===== config.mk =====
export PLATFORM = sky130hd
export DESIGN_NAME = button_pulse_gen
export DESIGN_NICKNAME = d
export VERILOG_FILES = /design/src/rtl/button_pkg.sv /design/src/rtl/button_debounce_channel.sv /design/src/rtl/button_pulse_gen.sv
export SDC_FILE = /design/constraint.sdc
export NUM_CORES = 1
export LEC_CHECK = 0
export BUFFER_PORTS_ARGS = -buffer_cell sky130_fd_sc_hd__clkbuf_2
export CORE_UTILIZATION = 50
export CTS_CLUSTER_DIAMETER = 120
export DETAILED_ROUTE_END_ITERATION = 8
export PLACE_DENSITY = 0.66
export SYNTH_ARGS = -nofsm -noshare
export SYNTH_HDL_FRONTEND = slang
export SYNTH_SLANG_ARGS = --single-unit

===== constraint.sdc =====
create_clock -name clk_148Mhz -period 2.6 [get_ports clk_148Mhz]
set_input_delay 0.39 -clock clk_148Mhz [delete_from_list [all_inputs] [get_ports clk_148Mhz]]
set_output_delay 0.39 -clock clk_148Mhz [all_outputs]
set_load 0.03 [all_outputs]

===== src/rtl/button_pkg.sv =====
// Shared channel state type, button bit indices and counter sizing for button_pulse_gen.
package button_pkg;

  typedef enum logic [1:0] {
    IDLE       = 2'd0,
    PRESS_DB   = 2'd1,
    HELD       = 2'd2,
    RELEASE_DB = 2'd3
  } chan_state_e;

  localparam int BTN_L = 0;
  localparam int BTN_R = 1;
  localparam int BTN_U = 2;
  localparam int BTN_D = 3;

  // One counter width shared by debounce and repeat timing: wide enough for the largest period.
  function automatic int cnt_width(input int a, input int b, input int c);
    int m;
    m = a;
    if (b > m) m = b;
    if (c > m) m = c;
    return $clog2(m + 1);
  endfunction

endpackage


===== src/rtl/button_debounce_channel.sv =====
// One button channel: 2-flop synchroniser, debounce FSM, debounced level and one-cycle raw pulse.
// Auto-repeat while held is compiled in only when BUTTON_AUTOREPEAT_EN is defined.
module button_debounce_channel
  import button_pkg::*;
#(
  parameter int DEBOUNCE_CYC     = 1_485_000,
  parameter int REPEAT_DELAY_CYC = 74_250_000,
  parameter int REPEAT_RATE_CYC  = 14_850_000
) (
  input  logic clk_i,
  input  logic rst_ni,
  input  logic btn_raw_i,
  output logic level_o,
  output logic raw_pulse_o
);

  localparam int CW = cnt_width(DEBOUNCE_CYC, REPEAT_DELAY_CYC, REPEAT_RATE_CYC);
  localparam logic [CW-1:0] DB_LAST = CW'(DEBOUNCE_CYC - 1);

  logic          sync1_q;
  logic          sync_q;
  chan_state_e   state_q, state_d;
  logic [CW-1:0] db_cnt_q, db_cnt_d;
  logic          level_q, level_d;
  logic          pulse_q, pulse_d;
  logic          rep_fire;

  always_ff @(posedge clk_i or negedge rst_ni) begin
    if (!rst_ni) begin
      sync1_q <= 1'b0;
      sync_q  <= 1'b0;
    end else begin
      sync1_q <= btn_raw_i;
      sync_q  <= sync1_q;
    end
  end

`ifdef BUTTON_AUTOREPEAT_EN
  localparam logic [CW-1:0] DELAY_LAST = CW'(REPEAT_DELAY_CYC - 1);
  localparam logic [CW-1:0] RATE_LAST  = CW'(REPEAT_RATE_CYC - 1);

  logic [CW-1:0] rep_cnt_q, rep_cnt_d;
  logic [CW-1:0] rep_last;
  logic          rep_phase_q, rep_phase_d;

  assign rep_last = rep_phase_q ? RATE_LAST : DELAY_LAST;

  // Counts from the accepted press; a release bounce keeps counting but can only fire back in HELD.
  always_comb begin
    rep_cnt_d   = rep_cnt_q;
    rep_phase_d = rep_phase_q;
    rep_fire    = 1'b0;
    unique case (state_q)
      HELD: begin
        if (rep_cnt_q == rep_last) begin
          if (sync_q) begin
            rep_fire    = 1'b1;
            rep_cnt_d   = '0;
            rep_phase_d = 1'b1;
          end
        end else begin
          rep_cnt_d = rep_cnt_q + 1'b1;
        end
      end
      RELEASE_DB: begin
        if (rep_cnt_q != rep_last) rep_cnt_d = rep_cnt_q + 1'b1;
      end
      default: begin
        rep_cnt_d   = '0;
        rep_phase_d = 1'b0;
      end
    endcase
  end

  always_ff @(posedge clk_i or negedge rst_ni) begin
    if (!rst_ni) begin
      rep_cnt_q   <= '0;
      rep_phase_q <= 1'b0;
    end else begin
      rep_cnt_q   <= rep_cnt_d;
      rep_phase_q <= rep_phase_d;
    end
  end
`else
  assign rep_fire = 1'b0;
`endif

  always_comb begin
    state_d  = state_q;
    db_cnt_d = db_cnt_q;
    level_d  = level_q;
    pulse_d  = 1'b0;
    unique case (state_q)
      IDLE: begin
        if (sync_q) begin
          state_d  = PRESS_DB;
          db_cnt_d = '0;
        end
      end
      PRESS_DB: begin
        if (!sync_q) begin
          state_d = IDLE;
        end else if (db_cnt_q == DB_LAST) begin
          state_d = HELD;
          level_d = 1'b1;
          pulse_d = 1'b1;
        end else begin
          db_cnt_d = db_cnt_q + 1'b1;
        end
      end
      HELD: begin
        if (!sync_q) begin
          state_d  = RELEASE_DB;
          db_cnt_d = '0;
        end else begin
          pulse_d = rep_fire;
        end
      end
      RELEASE_DB: begin
        if (sync_q) begin
          state_d = HELD;
        end else if (db_cnt_q == DB_LAST) begin
          state_d = IDLE;
          level_d = 1'b0;
        end else begin
          db_cnt_d = db_cnt_q + 1'b1;
        end
      end
      default: state_d = IDLE;
    endcase
  end

  always_ff @(posedge clk_i or negedge rst_ni) begin
    if (!rst_ni) begin
      state_q  <= IDLE;
      db_cnt_q <= '0;
      level_q  <= 1'b0;
      pulse_q  <= 1'b0;
    end else begin
      state_q  <= state_d;
      db_cnt_q <= db_cnt_d;
      level_q  <= level_d;
      pulse_q  <= pulse_d;
    end
  end

  assign level_o     = level_q;
  assign raw_pulse_o = pulse_q;

endmodule


===== src/rtl/button_pulse_gen.sv =====
// Four debounced button channels plus registered opposite-direction arbitration of the move pulses.
// Auto-repeat inside the channels is enabled by defining BUTTON_AUTOREPEAT_EN.
module button_pulse_gen
  import button_pkg::*;
#(
  parameter int DEBOUNCE_CYC     = 1_485_000,
  parameter int REPEAT_DELAY_CYC = 74_250_000,
  parameter int REPEAT_RATE_CYC  = 14_850_000
) (
  input  logic       clk_148Mhz,
  input  logic       reset_n,
  input  logic [3:0] btn_raw,
  output logic       buton_apasatL,
  output logic       buton_apasatR,
  output logic       buton_apasatU,
  output logic       buton_apasatD,
  output logic [3:0] btn_level
);

  logic [3:0] raw_pulse;
  logic [3:0] level;
  logic [3:0] pulse_q, pulse_d;

  for (genvar i = 0; i < 4; i++) begin : g_chan
    button_debounce_channel #(
      .DEBOUNCE_CYC    (DEBOUNCE_CYC),
      .REPEAT_DELAY_CYC(REPEAT_DELAY_CYC),
      .REPEAT_RATE_CYC (REPEAT_RATE_CYC)
    ) u_chan (
      .clk_i      (clk_148Mhz),
      .rst_ni     (reset_n),
      .btn_raw_i  (btn_raw[i]),
      .level_o    (level[i]),
      .raw_pulse_o(raw_pulse[i])
    );
  end

  // Simultaneous opposite requests cancel; masking by pulse_q guarantees a low cycle between pulses.
  always_comb begin
    pulse_d = raw_pulse;
    if (raw_pulse[BTN_L] && raw_pulse[BTN_R]) begin
      pulse_d[BTN_L] = 1'b0;
      pulse_d[BTN_R] = 1'b0;
    end
    if (raw_pulse[BTN_U] && raw_pulse[BTN_D]) begin
      pulse_d[BTN_U] = 1'b0;
      pulse_d[BTN_D] = 1'b0;
    end
    pulse_d = pulse_d & ~pulse_q;
  end

  always_ff @(posedge clk_148Mhz or negedge reset_n) begin
    if (!reset_n) begin
      pulse_q <= '0;
    end else begin
      pulse_q <= pulse_d;
    end
  end

  assign buton_apasatL = pulse_q[BTN_L];
  assign buton_apasatR = pulse_q[BTN_R];
  assign buton_apasatU = pulse_q[BTN_U];
  assign buton_apasatD = pulse_q[BTN_D];
  assign btn_level     = level;

endmodule

### Yosys cells after proc, flatten, opt, wreduce, memory -nomap -nowiden

Index checks and enable logic that the tools add are counted.

* add/subtract/negate cells: 4
* $lt $le $gt $ge: 0
* shift operators: 0
* $mul: 0
* equal/unequal tests: 48
* bitwise operators: 2
* multiplexer cells: 86
* divide/modulo/power cells: 0
* reductions and logical operators: 22

Operators with widths (number)
* two-way mux 27 bit: 20
* one-hot mux 27 bit (4 select lines): 4
* adder 27 x 1 -> 27 bit (second input constant): 4
* == test 27 x 21 -> 1 bit (second input constant): 4
* two-way mux 2 bit: 26
* != test 2 x 1 -> 1 bit (second input constant): 16
* one-hot mux 2 bit (4 select lines): 4
* AND reduction 4 bit: 8
* two-way mux 1 bit: 28
* AND reduction 5 bit: 4
* == test 2 bit (second input constant): 8
* != test 2 bit (second input constant): 8
* != test 3 x 1 -> 1 bit (second input constant): 4
* != test 3 bit (second input constant): 4
* == test 2 x 1 -> 1 bit (second input constant): 4
* zero test 2 bit: 4
* one-hot mux 1 bit (2 select lines): 4
* nonzero test 2 bit: 4
* bitwise AND 4 bit: 1
* NOT 4 bit: 1
* logical AND 1 bit: 2

* bits of input ports: 6
* ROM bits: 0
* bits in latches: 0
* memory bits (writable): 0
* memories kept: 0
* output and inout port bits: 8
* flip-flop bits (word level): 136
* logic and storage cells: 187

### Logic depth before layout (Yosys ltp)

Gate-level depths: netlist (run 1).

* word-level depth: 4
* gate-level depth with buffers: 9
* mapped depth without buffers: 7

### Modules after synthesis

From an unflattened synthesis (run 1), not the netlist that was laid out.

* cells, all modules: 768
* area, all modules: 7234.4 µm²

By module, submodules not included
* button_debounce_channel at g_chan[0].u_chan ...: cells each 184, area each 1737.9 µm², sequential area each 825.8 µm², instances 3
* button_debounce_channel at g_chan[3].u_chan: cells each 208, area each 1890.6 µm², sequential area each 825.8 µm², instances 1
* button_pulse_gen: cells each 8, area each 130.1 µm², sequential area each 100.1 µm², instances 1

### Worst setup path before layout (run 1)

OpenSTA, ideal clock, no wires.

* path type: reg-to-reg
* from: register g_chan[0].u_chan.db_cnt_q[22]
* to: register (tool-made name)
* cell stages (with the launch flop): 5
* required time: 2.475 ns
* clock period less this slack: 2.140 ns
* data arrival time: 2.015 ns
* path slack: 0.460 ns
* cell sequence: dfrtp_1 or4b_1 nor4_1 nand3_2 mux2_4

RTL lines
* start, declared: RTL line button_debounce_channel.sv:23 `logic [CW-1:0] db_cnt_q, db_cnt_d;`
* start signal, assigned: RTL line button_debounce_channel.sv:141 `db_cnt_q <= db_cnt_d;`

### Final worst setup path (run 1)

* from: register g_chan[2].u_chan.db_cnt_q[22]
* to: register g_chan[2].u_chan.db_cnt_q[3]

* longest elaborated chain between the ends: 4
* elaborated cells between the ends (all ways): 5

RTL lines (RTL line)
* start, declared: button_debounce_channel.sv:23
* start signal, assigned: button_debounce_channel.sv:141
* == test 27 x 21 -> 1 bit (*): button_debounce_channel.sv:103, button_debounce_channel.sv:122
* two-way mux 27 bit (*)
* two-way mux 27 bit (on tied branches)
* one-hot mux 27 bit (4 select lines) (*)

Mark *: on every way between the ends. The rest lies on a longest branch, timed or not. The select of a mux whose other input is x is not followed.
A chain may end at the register's enable or synchronous reset.

==> results of run 1 <==
-- cell type report --
class,instances,area (µm²),share of cell area [%]
clock buffer,21,480,5.77
clock inverter,11,216,2.60
inverter,23,86.3,1.04
multi-input combinational,603,3670,44.1
sequential,136,3400,40.9
tap,180,225,2.71
timing repair buffer,34,244,2.93
-- where the power goes --
| part | internal [mW] | leakage [nW] | switching [mW] |
|---|---|---|---|
| sequential | 2.16 | 1.86 | 0.0672 |
| clock | 1.90 | 0.332 | 0.929 |
| combinational | 0.0776 | 1.20 | 0.147 |
| total | 4.14 | 3.39 | 1.14 |
-- cell families (layout without fill, tap and decap cells) --
kind of cell,count (synthesis),in the layout,synth area share [%]
AND/OR/NAND/NOR,386,386,28.6
AO/OA/AOI/OAI,150,150,13.0
flip-flops,136,136,46.6
buffers and inverters,56,89,3.16
XOR/XNOR,47,47,5.64
multiplexers,16,16,2.33
adder cells (fa/ha/maj),4,4,0.686
-- per-stage QoR --
stage               hold slack [ns]  power, mW  std cells
floorplan                    0.0944       2.37        795
global placement              0.337       2.48        975
detailed placement            0.337       2.49        975
CTS                          0.0484       5.33       1008
global route                 0.0467       5.46       1008
finish                       0.0658       5.28       1008
-- critical path: cells and delay by family, from the launching register on --
family / cells / cell delay [ns]
AND/OR/NAND/NOR: 3 / 1.24
AO/OA/AOI/OAI: 2 / 0.49
flip-flops: 1 / 0.43
-- layer usage --
metal  track usage [%]  share of wire, %
met4              7.85               1.4
met5                 0                 0
met1              32.3                47
met3              6.18               4.4
met2              38.6                47
-- timing repair --
item | 4_1_cts | 5_1_grt
endpoints found under the setup margin | 0 | 0
hold buffers | 1 | 0
hold endpoints to repair | 25 | 0
-- synthesized netlist by cell type, types with 2 or more instances --
cell type,instances,share of area [%]
sky130_fd_sc_hd__or3_1,13,1.1
sky130_fd_sc_hd__mux2_2,4,0.62
sky130_fd_sc_hd__and2_1,5,0.43
sky130_fd_sc_hd__a22o_1,12,1.4
sky130_fd_sc_hd__dfrtp_1,136,47
sky130_fd_sc_hd__or4_1,13,1.3
sky130_fd_sc_hd__o22ai_1,2,0.17
sky130_fd_sc_hd__a31o_2,2,0.24
sky130_fd_sc_hd__nand2_1,79,4.1
sky130_fd_sc_hd__inv_1,21,1.1
sky130_fd_sc_hd__nor4b_1,18,2.2
sky130_fd_sc_hd__mux2i_1,11,1.5
sky130_fd_sc_hd__o21ai_0,57,3.9
sky130_fd_sc_hd__clkbuf_1,26,1.3
sky130_fd_sc_hd__a21oi_1,34,2.3
sky130_fd_sc_hd__nor2_1,75,3.9
sky130_fd_sc_hd__a31oi_1,10,0.86
sky130_fd_sc_hd__or4bb_1,2,0.31
sky130_fd_sc_hd__nor4_1,29,2.5
sky130_fd_sc_hd__xnor2_1,32,3.8
sky130_fd_sc_hd__o31ai_1,6,0.62
sky130_fd_sc_hd__or2_2,2,0.17
sky130_fd_sc_hd__nand3_1,44,3.0
sky130_fd_sc_hd__and4_1,11,1.3
sky130_fd_sc_hd__a41oi_1,3,0.36
sky130_fd_sc_hd__nor3_1,25,1.7
sky130_fd_sc_hd__nor3b_1,6,0.62
sky130_fd_sc_hd__ha_1,4,0.69
sky130_fd_sc_hd__xor2_1,15,1.8
sky130_fd_sc_hd__a32o_1,2,0.27
sky130_fd_sc_hd__nand4_1,38,3.3
sky130_fd_sc_hd__o211ai_1,4,0.41
sky130_fd_sc_hd__buf_4,5,0.51
sky130_fd_sc_hd__nand2b_1,3,0.26
sky130_fd_sc_hd__and3_1,15,1.3
sky130_fd_sc_hd__a21o_1,3,0.31
-- registers in the layout, indices dropped and copies added (netlist names), named ones only --
name and flops:
g_chan.u_chan.db_cnt_q 108, g_chan.u_chan.level_o 4, g_chan.u_chan.raw_pulse_o 4, g_chan.u_chan.state_q 4, g_chan.u_chan.sync1_q 4, g_chan.u_chan.sync_q 4
pulse_q 4
-- worst min-delay path by stage --
| stage | cells past startpoint | slack [ns] | start | end |
|---|---|---|---|---|
| finish | 1 | 0.07 | btn_raw[2] | g_chan[2].u_chan.sync1_q$_DFF_PN0_ |
| global route | 1 | 0.05 | btn_raw[2] | g_chan[2].u_chan.sync1_q$_DFF_PN0_ |
| CTS | 1 | 0.05 | btn_raw[2] | g_chan[2].u_chan.sync1_q$_DFF_PN0_ |
| detailed placement | 0 | 0.34 | g_chan[0].u_chan.sync1_q$_DFF_PN0_ | g_chan[0].u_chan.sync_q$_DFF_PN0_ |
| floorplan | 0 | 0.09 | reset_n | async pin |
| global placement | 0 | 0.34 | g_chan[0].u_chan.sync1_q$_DFF_PN0_ | g_chan[0].u_chan.sync_q$_DFF_PN0_ |
==> flow_results.xml, run 1 <==
<?xml version="1.0" encoding="UTF-8"?>
<metrics>
  <group name="finish">
    <metric name="diodes" unit="">0</metric>
    <metric name="finish.instance_area" unit="µm²">8320</metric>
    <metric name="post_route_cells_drive_above_1_share" unit="%">10.1</metric>
    <metric name="layout.cells.most_common_list" unit="">136 x sky130_fd_sc_hd__dfrtp_1, 79 x sky130_fd_sc_hd__nand2_1, 75 x sky130_fd_sc_hd__nor2_1</metric>
    <metric name="area_delta_synth_final" unit="%">14.1</metric>
    <metric name="num-nets-final" unit="">825</metric>
    <metric name="layout.filler_cells" unit="">1164</metric>
    <metric name="mostFrequentLayoutCell" unit="">sky130_fd_sc_hd__dfrtp_1</metric>
    <metric name="layout.core_utilization" unit="%">59.3</metric>
  </group>
  <group name="sta">
    <metric name="finalWorstPathRequiredPeriod" unit="ns">2.28</metric>
    <metric name="postLayoutSetupSlackWorst" unit="ns">0.321</metric>
    <metric name="drv_slew" unit="">0</metric>
    <metric name="grt_setup_unrepaired" unit="">false</metric>
    <metric name="fin_crit_sh" unit="%">87.6</metric>
    <metric name="worst_clock_skew" unit="ns">0.00809</metric>
    <metric name="setup_tns" unit="ns">0</metric>
    <metric name="final-setup-viol-count" unit="">0</metric>
    <metric name="tightestPinTransition" unit="ns">0.895</metric>
    <metric name="max-slew-margin-rel" unit="%">40.1</metric>
    <metric name="timing_hold_violations_final" unit="">0</metric>
    <metric name="max_clock_freq" unit="MHz">439</metric>
  </group>
  <group name="global_route">
    <metric name="grt_pass1_wl" unit="µm">28500</metric>
    <metric name="largest_net_degree_at_the_start_of_global_routing" unit="">69</metric>
    <metric name="grt_remaining_overflow" unit="">0</metric>
    <metric name="number_of_antenna_violations_at_the_first_check_in_global_routing" unit="">0</metric>
    <metric name="grtUsageTotal" unit="%">24.2</metric>
    <metric name="via_count_of_the_first_global_routing_pass" unit="">5823</metric>
  </group>
  <group name="floorplanning">
    <metric name="fp.dieW" unit="µm">123</metric>
    <metric name="top_level_ports" unit="">14</metric>
    <metric name="die_height" unit="µm">123</metric>
    <metric name="start_util" unit="%">52.0</metric>
    <metric name="fp-row-count" unit="">43</metric>
    <metric name="design.die.area" unit="µm²">15100</metric>
    <metric name="core" unit="µm²">14000</metric>
  </group>
  <group name="logic_synthesis">
    <metric name="yosys_most_used_dff" unit="">sky130_fd_sc_hd__dfrtp_1</metric>
    <metric name="synth_enable_flop_cells" unit="">0</metric>
    <metric name="yosysWarnings" unit="">0</metric>
    <metric name="synth_area_per_cell" unit="µm²">9.18</metric>
    <metric name="async_reset_ff_share" unit="%">100</metric>
    <metric name="ys_ff_latch" unit="">136</metric>
    <metric name="synth_sequential_area_ratio" unit="%">46.6</metric>
    <metric name="postSynthCellCount" unit="">795</metric>
    <metric name="synth.distinct_cells" unit="">64</metric>
    <metric name="synthesis.area" unit="µm²">7300</metric>
    <metric name="syn-num-nets" unit="">805</metric>
  </group>
  <group name="outcome">
    <metric name="run_status" unit="">finished, final reports clean</metric>
  </group>
  <group name="clocking">
    <metric name="worst_skew_pair.late_latency" unit="ns">0.43</metric>
    <metric name="post_cts_repair_setup_buffers" unit="">0</metric>
    <metric name="clkSinkCount" unit="">136</metric>
    <metric name="tritoncts" unit="">yes</metric>
    <metric name="cts.clk_slew.worst_paths" unit="ns">0.06</metric>
    <metric name="cts_htree_levels" unit="">4</metric>
    <metric name="clock-root-buffer" unit="">sky130_fd_sc_hd__clkbuf_16</metric>
    <metric name="cts_repair_resize_count" unit="">0</metric>
    <metric name="cts_made_buffers" unit="">17</metric>
    <metric name="clk_path_buf_depth" unit="">2</metric>
  </group>
  <group name="critical_path">
    <metric name="regToRegEndpoint" unit="">g_chan[2].u_chan.db_cnt_q[3]$_DFFE_PN0P_</metric>
    <metric name="cp_slowest_cell" unit="">sky130_fd_sc_hd__or4b_2</metric>
    <metric name="crit_type" unit="">flip-flop to flip-flop</metric>
    <metric name="reg2reg_setup_slack" unit="ns">0.32</metric>
    <metric name="worstReg2RegStart" unit="">g_chan[2].u_chan.db_cnt_q[22]$_DFFE_PN0P_</metric>
    <metric name="critPathArrivalTime" unit="ns">2.59</metric>
    <metric name="cp_data_required_time" unit="ns">2.91</metric>
    <metric name="crit_path_max_incr_delay" unit="ns">0.69</metric>
    <metric name="endpoint_kind" unit="">flip-flop</metric>
    <metric name="critPathMaxFanout" unit="">5</metric>
    <metric name="ff2ff_path_depth" unit="">5</metric>
    <metric name="timing.critical_path.from_type" unit="">flip-flop</metric>
    <metric name="path_cells" unit="">or4b_2, nor4_2, nand2_1, a31o_2, a32o_1</metric>
    <metric name="critical_path.endpoint" unit="">g_chan[2].u_chan.db_cnt_q[3]$_DFFE_PN0P_</metric>
    <metric name="worstSetupStartpoint" unit="">g_chan[2].u_chan.db_cnt_q[22]$_DFFE_PN0P_</metric>
  </group>
  <group name="worst_hold_path">
    <metric name="min-delay-path-class" unit="">input pin to flip-flop</metric>
  </group>
  <group name="power_and_ir_drop">
    <metric name="static-leakage-power" unit="nW">3.39</metric>
    <metric name="power-per-cell-area" unit="nW/µm²">635</metric>
    <metric name="largest_voltage_drop_on_the_vdd_net" unit="mV">0.512</metric>
  </group>
  <group name="detailed_routing">
    <metric name="detailedRoute.firstPassIterationCount" unit="">7</metric>
    <metric name="drt.antenna.violating_nets" unit="">0</metric>
    <metric name="post_drt_wl_per_cell" unit="µm">16.4</metric>
    <metric name="first_iter_violations" unit="">498</metric>
    <metric name="vias_per_inst" unit="">6.14</metric>
    <metric name="drc" unit="">0</metric>
    <metric name="drt_wl_total" unit="µm">16500</metric>
    <metric name="dr_total_vias" unit="">6185</metric>
  </group>
  <group name="placement">
    <metric name="dpl-instance-area" unit="µm²">7620</metric>
    <metric name="detailedPlace.worstSlack" unit="ns">0.356</metric>
    <metric name="gp_congestion" unit="">0.885</metric>
    <metric name="detailedPlacementHpwl" unit="µm">11000</metric>
    <metric name="buffer_ports.inserted" unit="">13</metric>
  </group>
  <group name="flow_run">
    <metric name="cap_viol_max_count" unit="">0</metric>
  </group>
</metrics>
Power figures use the tool's default switching activity.
==> run 2: changes to the inputs <==
CORE_MARGIN = 2   (was not set)
clock period = 2.65 ns   (was 2.6 ns; I/O delays follow)
==> run 2 against run 1 <==
Net effect:
- register-to-register slack gained 0.08 ns
- utilization shrank 1.7 points
- sequential power shrank 2%
- clock power shrank 8.5%
- die area grew 3.3%
- largest power group unchanged
- highest routed layer unchanged
==> flow_results.xml, run 2 (synthesized netlist as in run 1, its figures left out) <==
<?xml version="1.0" encoding="UTF-8"?>
<metrics>
  <group name="clocking">
    <metric name="cts_made_buffers" unit="">17</metric>
    <metric name="clkSinkCount" unit="">136</metric>
    <metric name="holdBufCountCts" unit="">1</metric>
    <metric name="clk_path_buf_depth" unit="">2</metric>
    <metric name="clock-root-buffer" unit="">sky130_fd_sc_hd__clkbuf_16</metric>
    <metric name="cts_repair_resize_count" unit="">0</metric>
    <metric name="worst_skew_pair.late_latency" unit="ns">0.42</metric>
    <metric name="cts_htree_levels" unit="">4</metric>
    <metric name="post_cts_repair_setup_buffers" unit="">0</metric>
    <metric name="tritoncts" unit="">yes</metric>
    <metric name="cts.clk_slew.worst_paths" unit="ns">0.06</metric>
  </group>
  <group name="floorplanning">
    <metric name="fp.dieW" unit="µm">125</metric>
    <metric name="fp-row-count" unit="">44</metric>
    <metric name="design.die.area" unit="µm²">15600</metric>
    <metric name="start_util" unit="%">50.8</metric>
    <metric name="top_level_ports" unit="">14</metric>
    <metric name="die_height" unit="µm">125</metric>
    <metric name="core" unit="µm²">14400</metric>
  </group>
  <group name="detailed_routing">
    <metric name="vias_per_inst" unit="">6.17</metric>
    <metric name="post_drt_wl_per_cell" unit="µm">16.6</metric>
    <metric name="first_iter_violations" unit="">484</metric>
    <metric name="dr_total_vias" unit="">6227</metric>
    <metric name="drc" unit="">0</metric>
    <metric name="drt.antenna.violating_nets" unit="">0</metric>
    <metric name="drt_wl_total" unit="µm">16700</metric>
    <metric name="detailedRoute.firstPassIterationCount" unit="">5</metric>
  </group>
  <group name="global_route">
    <metric name="number_of_antenna_violations_at_the_first_check_in_global_routing" unit="">0</metric>
    <metric name="grt_pass1_wl" unit="µm">28800</metric>
    <metric name="largest_net_degree_at_the_start_of_global_routing" unit="">68</metric>
    <metric name="grt_remaining_overflow" unit="">0</metric>
    <metric name="via_count_of_the_first_global_routing_pass" unit="">6032</metric>
    <metric name="grtUsageTotal" unit="%">22.4</metric>
  </group>
  <group name="critical_path">
    <metric name="regToRegEndpoint" unit="">g_chan[2].u_chan.db_cnt_q[3]$_DFFE_PN0P_</metric>
    <metric name="worstReg2RegStart" unit="">g_chan[2].u_chan.db_cnt_q[22]$_DFFE_PN0P_</metric>
    <metric name="crit_type" unit="">flip-flop to flip-flop</metric>
    <metric name="critPathMaxFanout" unit="">5</metric>
    <metric name="cp_data_required_time" unit="ns">2.96</metric>
    <metric name="timing.critical_path.from_type" unit="">flip-flop</metric>
    <metric name="reg2reg_setup_slack" unit="ns">0.41</metric>
    <metric name="critical_path.endpoint" unit="">g_chan[2].u_chan.db_cnt_q[3]$_DFFE_PN0P_</metric>
    <metric name="worstSetupStartpoint" unit="">g_chan[2].u_chan.db_cnt_q[22]$_DFFE_PN0P_</metric>
    <metric name="critPathArrivalTime" unit="ns">2.55</metric>
    <metric name="endpoint_kind" unit="">flip-flop</metric>
    <metric name="ff2ff_path_depth" unit="">5</metric>
  </group>
  <group name="power_and_ir_drop">
    <metric name="power-per-cell-area" unit="nW/µm²">605</metric>
    <metric name="power" unit="mW">5.00</metric>
    <metric name="largest_voltage_drop_on_the_vdd_net" unit="mV">0.493</metric>
    <metric name="static-leakage-power" unit="nW">3.37</metric>
  </group>
  <group name="sta">
    <metric name="drv_slew" unit="">0</metric>
    <metric name="worst_clock_skew" unit="ns">0.00517</metric>
    <metric name="timing_hold_violations_final" unit="">0</metric>
    <metric name="finalWorstPathRequiredPeriod" unit="ns">2.24</metric>
    <metric name="grt_setup_unrepaired" unit="">false</metric>
    <metric name="postLayoutSetupSlackWorst" unit="ns">0.405</metric>
    <metric name="max-slew-margin-rel" unit="%">36.3</metric>
    <metric name="tightestPinTransition" unit="ns">0.952</metric>
    <metric name="final-setup-viol-count" unit="">0</metric>
    <metric name="worst_hold_slack" unit="ns">0.0846</metric>
    <metric name="max_clock_freq" unit="MHz">446</metric>
    <metric name="setup_tns" unit="ns">0</metric>
    <metric name="fin_crit_sh" unit="%">84.7</metric>
  </group>
  <group name="flow_run">
    <metric name="cap_viol_max_count" unit="">0</metric>
  </group>
  <group name="finish">
    <metric name="num-nets-final" unit="">823</metric>
    <metric name="post_route_cells_drive_above_1_share" unit="%">9.70</metric>
    <metric name="mostFrequentLayoutCell" unit="">sky130_fd_sc_hd__dfrtp_1</metric>
    <metric name="multiInputGateArea" unit="µm²">3670</metric>
    <metric name="layout.cells.most_common_list" unit="">136 x sky130_fd_sc_hd__dfrtp_1, 79 x sky130_fd_sc_hd__nand2_1, 75 x sky130_fd_sc_hd__nor2_1</metric>
    <metric name="regMostFlops" unit="">g_chan.u_chan.db_cnt_q</metric>
    <metric name="layout.filler_cells" unit="">1240</metric>
    <metric name="seqCellArea" unit="µm²">3400</metric>
    <metric name="largest_register_ff_count" unit="">108</metric>
    <metric name="area_delta_synth_final" unit="%">13.3</metric>
    <metric name="diodes" unit="">0</metric>
    <metric name="final_cell_count_no_fill" unit="">1009</metric>
  </group>
  <group name="placement">
    <metric name="detailedPlace.worstSlack" unit="ns">0.424</metric>
    <metric name="gp_congestion" unit="">0.886</metric>
    <metric name="detailedPlacementHpwl" unit="µm">11100</metric>
    <metric name="cell_count_post_placement" unit="">977</metric>
    <metric name="buffer_ports.inserted" unit="">13</metric>
  </group>
  <group name="worst_hold_path">
    <metric name="min-delay-path-class" unit="">input pin to flip-flop</metric>
  </group>
  <group name="outcome">
    <metric name="run_status" unit="">finished, final reports clean</metric>
  </group>
</metrics>
==> run 2: cell count changes in the layout (fill, tap and decap cells not counted), sizes merged <==
| cell | before | now |
|---|---|---|
| buf | 21 | 19 |
| bufinv | 6 | 4 |
| clkbuf | 33 | 36 |
| clkinvlp | 3 | 1 |
==> run 2: stage by stage <==
step                      utilization (%)  cell area (µm²)
after floorplan                         -             7300
after global placement               52.9             7610
after detailed placement             52.9             7610
after CTS                            57.5             8270
after global routing                 57.5             8270
final                                57.5             8270
==> run 2: worst min path at each step <==
stage | to | slack, ns | start | cells after the start
after floorplan | async pin | 0.10 | reset_n | 0
after global placement | g_chan[2].u_chan.sync_q$_DFF_PN0_ | 0.33 | g_chan[2].u_chan.sync1_q$_DFF_PN0_ | 0
after detailed placement | g_chan[3].u_chan.sync_q$_DFF_PN0_ | 0.34 | g_chan[3].u_chan.sync1_q$_DFF_PN0_ | 0
after CTS | g_chan[2].u_chan.sync1_q$_DFF_PN0_ | 0.07 | btn_raw[2] | 1
after global routing | g_chan[0].u_chan.sync1_q$_DFF_PN0_ | 0.06 | btn_raw[0] | 1
final | g_chan[2].u_chan.sync1_q$_DFF_PN0_ | 0.08 | btn_raw[2] | 1
==> run 2: metal layers <==
metal	track usage, %	wire (µm)	vias up
met2	36.3	8090	174
met4	7.01	246	0
met1	29.5	7630	3047
li1	-	-	2985
met5	0	0	-
met3	5.97	743	21
==> run 2: worst max-delay path, stage by stage (launching register included) <==
cell and delay [ns]:
sky130_fd_sc_hd__dfrtp_1 0.43, sky130_fd_sc_hd__or4b_2 0.69, sky130_fd_sc_hd__nor4_2 0.34, sky130_fd_sc_hd__nand2_1 0.18, sky130_fd_sc_hd__a31o_2 0.26, sky130_fd_sc_hd__a32o_1 0.23
==> run 2: power breakdown <==
part,total [mW],switching (mW),internal [mW]
logic,0.219,0.143,0.0757
registers,2.19,0.0650,2.12
clock network,2.59,0.875,1.72
==> run 2: cell type report <==
| cell class | instances | share of cell area, % |
|---|---|---|
| multi-input cells | 603 | 44.4 |
| clock buffers | 24 | 6.19 |
| inverters | 23 | 1.04 |
| flip-flops and latches | 136 | 41.2 |
| well taps | 184 | 2.79 |
| repair buffers | 32 | 2.77 |
| clock inverters | 7 | 1.67 |
==> run 3: changes to the inputs <==
ABC_AREA = 1   (was not set)
PLACE_DENSITY = 0.68   (was 0.66)
clock period = 2 ns   (was 2.65 ns; I/O delays follow)
==> run 3 against run 2 <==
Net effect:
- combinational power grew 60%
- total power grew 26%
- register-to-register slack lost 0.22 ns
- fmax grew 24%
- first-iteration DRC count grew 44%
- clock skew grew 0.0030 ns
- setup slack lost 0.22 ns
- hold slack gained 0.25 ns
- critical endpoint is now g_chan[0].u_chan.db_cnt_q[11]$_DFFE_PN0P_
==> flow_results.xml, run 3 <==
<?xml version="1.0" encoding="UTF-8"?>
<metrics>
  <group name="outcome">
    <metric name="run_status" unit="">finished, final reports clean</metric>
  </group>
  <group name="floorplanning">
    <metric name="die_height" unit="µm">136</metric>
    <metric name="start_util" unit="%">50.8</metric>
    <metric name="fp.dieW" unit="µm">136</metric>
    <metric name="design.die.area" unit="µm²">18500</metric>
    <metric name="fp-row-count" unit="">48</metric>
    <metric name="core" unit="µm²">17200</metric>
    <metric name="top_level_ports" unit="">14</metric>
  </group>
  <group name="sta">
    <metric name="setup_tns" unit="ns">0</metric>
    <metric name="max-slew-margin-rel" unit="%">72.5</metric>
    <metric name="drv_slew" unit="">0</metric>
    <metric name="timing_hold_violations_final" unit="">0</metric>
    <metric name="finalWorstPathRequiredPeriod" unit="ns">1.81</metric>
    <metric name="worst_clock_skew" unit="ns">0.00813</metric>
    <metric name="fin_crit_sh" unit="%">90.5</metric>
    <metric name="final-setup-viol-count" unit="">0</metric>
    <metric name="grt_setup_unrepaired" unit="">false</metric>
    <metric name="tightestPinTransition" unit="ns">0.411</metric>
    <metric name="max_clock_freq" unit="MHz">552</metric>
  </group>
  <group name="logic_synthesis">
    <metric name="postSynthCellCount" unit="">1344</metric>
    <metric name="yosysWarnings" unit="">0</metric>
    <metric name="async_reset_ff_share" unit="%">100</metric>
    <metric name="biggest_area_consumer_among_synthesized_cells" unit="">sky130_fd_sc_hd__dfrtp_1</metric>
    <metric name="syn-num-nets" unit="">1354</metric>
    <metric name="synth.most_common_cell" unit="">sky130_fd_sc_hd__nand2_1</metric>
    <metric name="ys_ff_latch" unit="">136</metric>
    <metric name="synth_commonest_cells" unit="">501 x sky130_fd_sc_hd__nand2_1, 214 x sky130_fd_sc_hd__nor2_1, 146 x sky130_fd_sc_hd__nand3_1</metric>
    <metric name="synth_top_cells_by_area" unit="">sky130_fd_sc_hd__dfrtp_1 39%, sky130_fd_sc_hd__nand2_1 22%, sky130_fd_sc_hd__nor2_1 9.2%</metric>
    <metric name="yosys_most_used_dff" unit="">sky130_fd_sc_hd__dfrtp_1</metric>
    <metric name="synthesis.area" unit="µm²">8730</metric>
    <metric name="synth_sequential_area_ratio" unit="%">39.0</metric>
    <metric name="synth_area_per_cell" unit="µm²">6.49</metric>
    <metric name="synth_enable_flop_cells" unit="">0</metric>
    <metric name="synth.distinct_cells" unit="">29</metric>
    <metric name="synth.top_cell.area_share" unit="%">39.0</metric>
  </group>
  <group name="global_route">
    <metric name="grt_remaining_overflow" unit="">0</metric>
    <metric name="grt_pass1_wl" unit="µm">35400</metric>
    <metric name="number_of_antenna_violations_at_the_first_check_in_global_routing" unit="">0</metric>
    <metric name="largest_net_degree_at_the_start_of_global_routing" unit="">52</metric>
    <metric name="grtUsageTotal" unit="%">23.7</metric>
    <metric name="via_count_of_the_first_global_routing_pass" unit="">7575</metric>
  </group>
  <group name="critical_path">
    <metric name="endpoint_kind" unit="">flip-flop</metric>
    <metric name="critPathMaxFanout" unit="">24</metric>
    <metric name="worst_path_most_repeated_cell" unit="">sky130_fd_sc_hd__nand2_1</metric>
    <metric name="worst_path_dominant_cell_family" unit="">simple AND/OR/NAND/NOR gates</metric>
    <metric name="crit_type" unit="">flip-flop to flip-flop</metric>
    <metric name="worst-path-stages" unit="">11</metric>
    <metric name="ff2ff_path_depth" unit="">11</metric>
    <metric name="crit_buf_inv" unit="">2</metric>
    <metric name="path_cells" unit="">ha_1, nand2_1, nor2_1, nand4_1, nor2_1, nand2_1, nand2_2, buf_12, inv_2, nand2_1, nand2_1</metric>
    <metric name="critPathArrivalTime" unit="ns">2.14</metric>
    <metric name="cp_data_required_time" unit="ns">2.33</metric>
    <metric name="timing.critical_path.from_type" unit="">flip-flop</metric>
    <metric name="cp_slowest_cell" unit="">sky130_fd_sc_hd__dfrtp_1</metric>
    <metric name="crit_path_max_incr_delay" unit="ns">0.38</metric>
  </group>
  <group name="finish">
    <metric name="mostFrequentLayoutCell" unit="">sky130_fd_sc_hd__nand2_1</metric>
    <metric name="area_delta_synth_final" unit="%">12.0</metric>
    <metric name="largest_register_ff_count" unit="">108</metric>
    <metric name="num-nets-final" unit="">1385</metric>
    <metric name="layout.filler_cells" unit="">1690</metric>
    <metric name="diodes" unit="">0</metric>
    <metric name="final_cell_count_no_fill" unit="">1613</metric>
    <metric name="regMostFlops" unit="">g_chan.u_chan.db_cnt_q</metric>
    <metric name="layout.cells.most_common_list" unit="">501 x sky130_fd_sc_hd__nand2_1, 214 x sky130_fd_sc_hd__nor2_1, 146 x sky130_fd_sc_hd__nand3_1</metric>
    <metric name="post_route_cells_drive_above_1_share" unit="%">7.28</metric>
  </group>
  <group name="detailed_routing">
    <metric name="first_iter_violations" unit="">697</metric>
    <metric name="drt.antenna.violating_nets" unit="">0</metric>
    <metric name="post_drt_wl_per_cell" unit="µm">12.8</metric>
    <metric name="detailedRoute.firstPassIterationCount" unit="">6</metric>
    <metric name="vias_per_inst" unit="">5.13</metric>
    <metric name="drt_wl_total" unit="µm">20600</metric>
    <metric name="dr_total_vias" unit="">8272</metric>
    <metric name="drc" unit="">0</metric>
  </group>
  <group name="clocking">
    <metric name="worst_skew_pair.late_latency" unit="ns">0.43</metric>
    <metric name="post_cts_repair_setup_buffers" unit="">0</metric>
    <metric name="clock-root-buffer" unit="">sky130_fd_sc_hd__clkbuf_16</metric>
    <metric name="cts_htree_levels" unit="">4</metric>
    <metric name="clk_path_buf_depth" unit="">2</metric>
    <metric name="cts_made_buffers" unit="">17</metric>
    <metric name="cts.clk_slew.worst_paths" unit="ns">0.06</metric>
    <metric name="clkSinkCount" unit="">136</metric>
    <metric name="tritoncts" unit="">yes</metric>
  </group>
  <group name="placement">
    <metric name="cell_count_post_placement" unit="">1575</metric>
    <metric name="detailedPlacementHpwl" unit="µm">15300</metric>
    <metric name="gp_congestion" unit="">0.955</metric>
    <metric name="buffer_ports.inserted" unit="">13</metric>
  </group>
  <group name="power_and_ir_drop">
    <metric name="power" unit="mW">6.28</metric>
    <metric name="power-per-cell-area" unit="nW/µm²">642</metric>
    <metric name="static-leakage-power" unit="nW">4.19</metric>
    <metric name="largest_voltage_drop_on_the_vdd_net" unit="mV">0.646</metric>
  </group>
  <group name="worst_hold_path">
    <metric name="min-delay-path-class" unit="">input pin to async pin</metric>
  </group>
  <group name="flow_run">
    <metric name="cap_viol_max_count" unit="">0</metric>
  </group>
</metrics>
[run 3: logic make-up (layout without fill, tap and decap cells)]
family	count (synthesis)	in the layout	synth area share, %
flip-flops	136	136	39.0
adder cells (fa/ha/maj)	4	4	0.573
buffers and inverters	150	194	7.63
AND/OR/NAND/NOR	924	924	43.6
XOR/XNOR	26	26	2.61
AO/OA/AOI/OAI	104	104	6.62
[run 3: worst reg2reg max path, cell delays in order (launching register included)]
cell and delay [ns]:
sky130_fd_sc_hd__dfrtp_1 0.38, sky130_fd_sc_hd__ha_1 0.17, sky130_fd_sc_hd__nand2_1 0.13, sky130_fd_sc_hd__nor2_1 0.20, sky130_fd_sc_hd__nand4_1 0.10, sky130_fd_sc_hd__nor2_1 0.13, sky130_fd_sc_hd__nand2_1 0.08, sky130_fd_sc_hd__nand2_2 0.12
sky130_fd_sc_hd__buf_12 0.17, sky130_fd_sc_hd__inv_2 0.11, sky130_fd_sc_hd__nand2_1 0.07, sky130_fd_sc_hd__nand2_1 0.04
[run 3: final timing paths]
check	start	to	slack, ns
worst max-delay path	g_chan[0].u_chan.db_cnt_q[1]$_DFFE_PN0P_	g_chan[0].u_chan.db_cnt_q[11]$_DFFE_PN0P_	0.19
worst min-delay path	reset_n	g_chan[2].u_chan.db_cnt_q[17]$_DFFE_PN0P_	0.34
worst max register to register	g_chan[0].u_chan.db_cnt_q[1]$_DFFE_PN0P_	g_chan[0].u_chan.db_cnt_q[11]$_DFFE_PN0P_	0.19
worst min register to register	g_chan[3].u_chan.sync1_q$_DFF_PN0_	g_chan[3].u_chan.sync_q$_DFF_PN0_	0.35
max in group asynchronous	reset_n	g_chan[0].u_chan.db_cnt_q[4]$_DFFE_PN0P_	1.05
min in group clk_148Mhz	g_chan[3].u_chan.sync1_q$_DFF_PN0_	g_chan[3].u_chan.sync_q$_DFF_PN0_	0.35
[run 3: cell type report]
type	instances	area, µm²	share of cell area [%]
flip-flops and latches	136	3400	34.8
well taps	225	282	2.88
clock inverters	15	144	1.47
multi-input cells	1058	4660	47.6
repair buffers	44	422	4.31
inverters	118	443	4.53
clock buffers	17	425	4.35
[run 3: timing repair]
| action | CTS | global route |
|---|---|---|
| endpoints found under the setup margin | 0 | 1 |
| hold buffers | 5 | 0 |
| endpoints found under the hold margin | 42 | 0 |
| resized for setup | 0 | 0 |
[run 3: per-stage QoR]
step	hold WS, ns	utilization, %	setup WS, ns	area, µm²
detailed placement	0.237	53.2	0.212	9130
CTS	0.349	56.8	0.183	9750
finish	0.339	56.9	0.189	9780
global route	0.356	56.9	0.00945	9780
floorplan	0.00441	-	0.339	8730
global placement	0.239	53.2	0.237	9130
[run 3: routing by layer]
layer  up-vias  wire [µm]  track usage, %
met5         -          0               0
met4         0        396            7.47
met3        39        951            4.47
met2       197       9140            37.5
met1      3721      10200            33.0
li1       4315          -               -
[run 3: power by group]
| group | internal [mW] | switching [mW] |
|---|---|---|
| Clock | 1.73 | 1.35 |
| Sequential | 2.80 | 0.0501 |
| Combinational | 0.122 | 0.229 |
| Total | 4.65 | 1.63 |
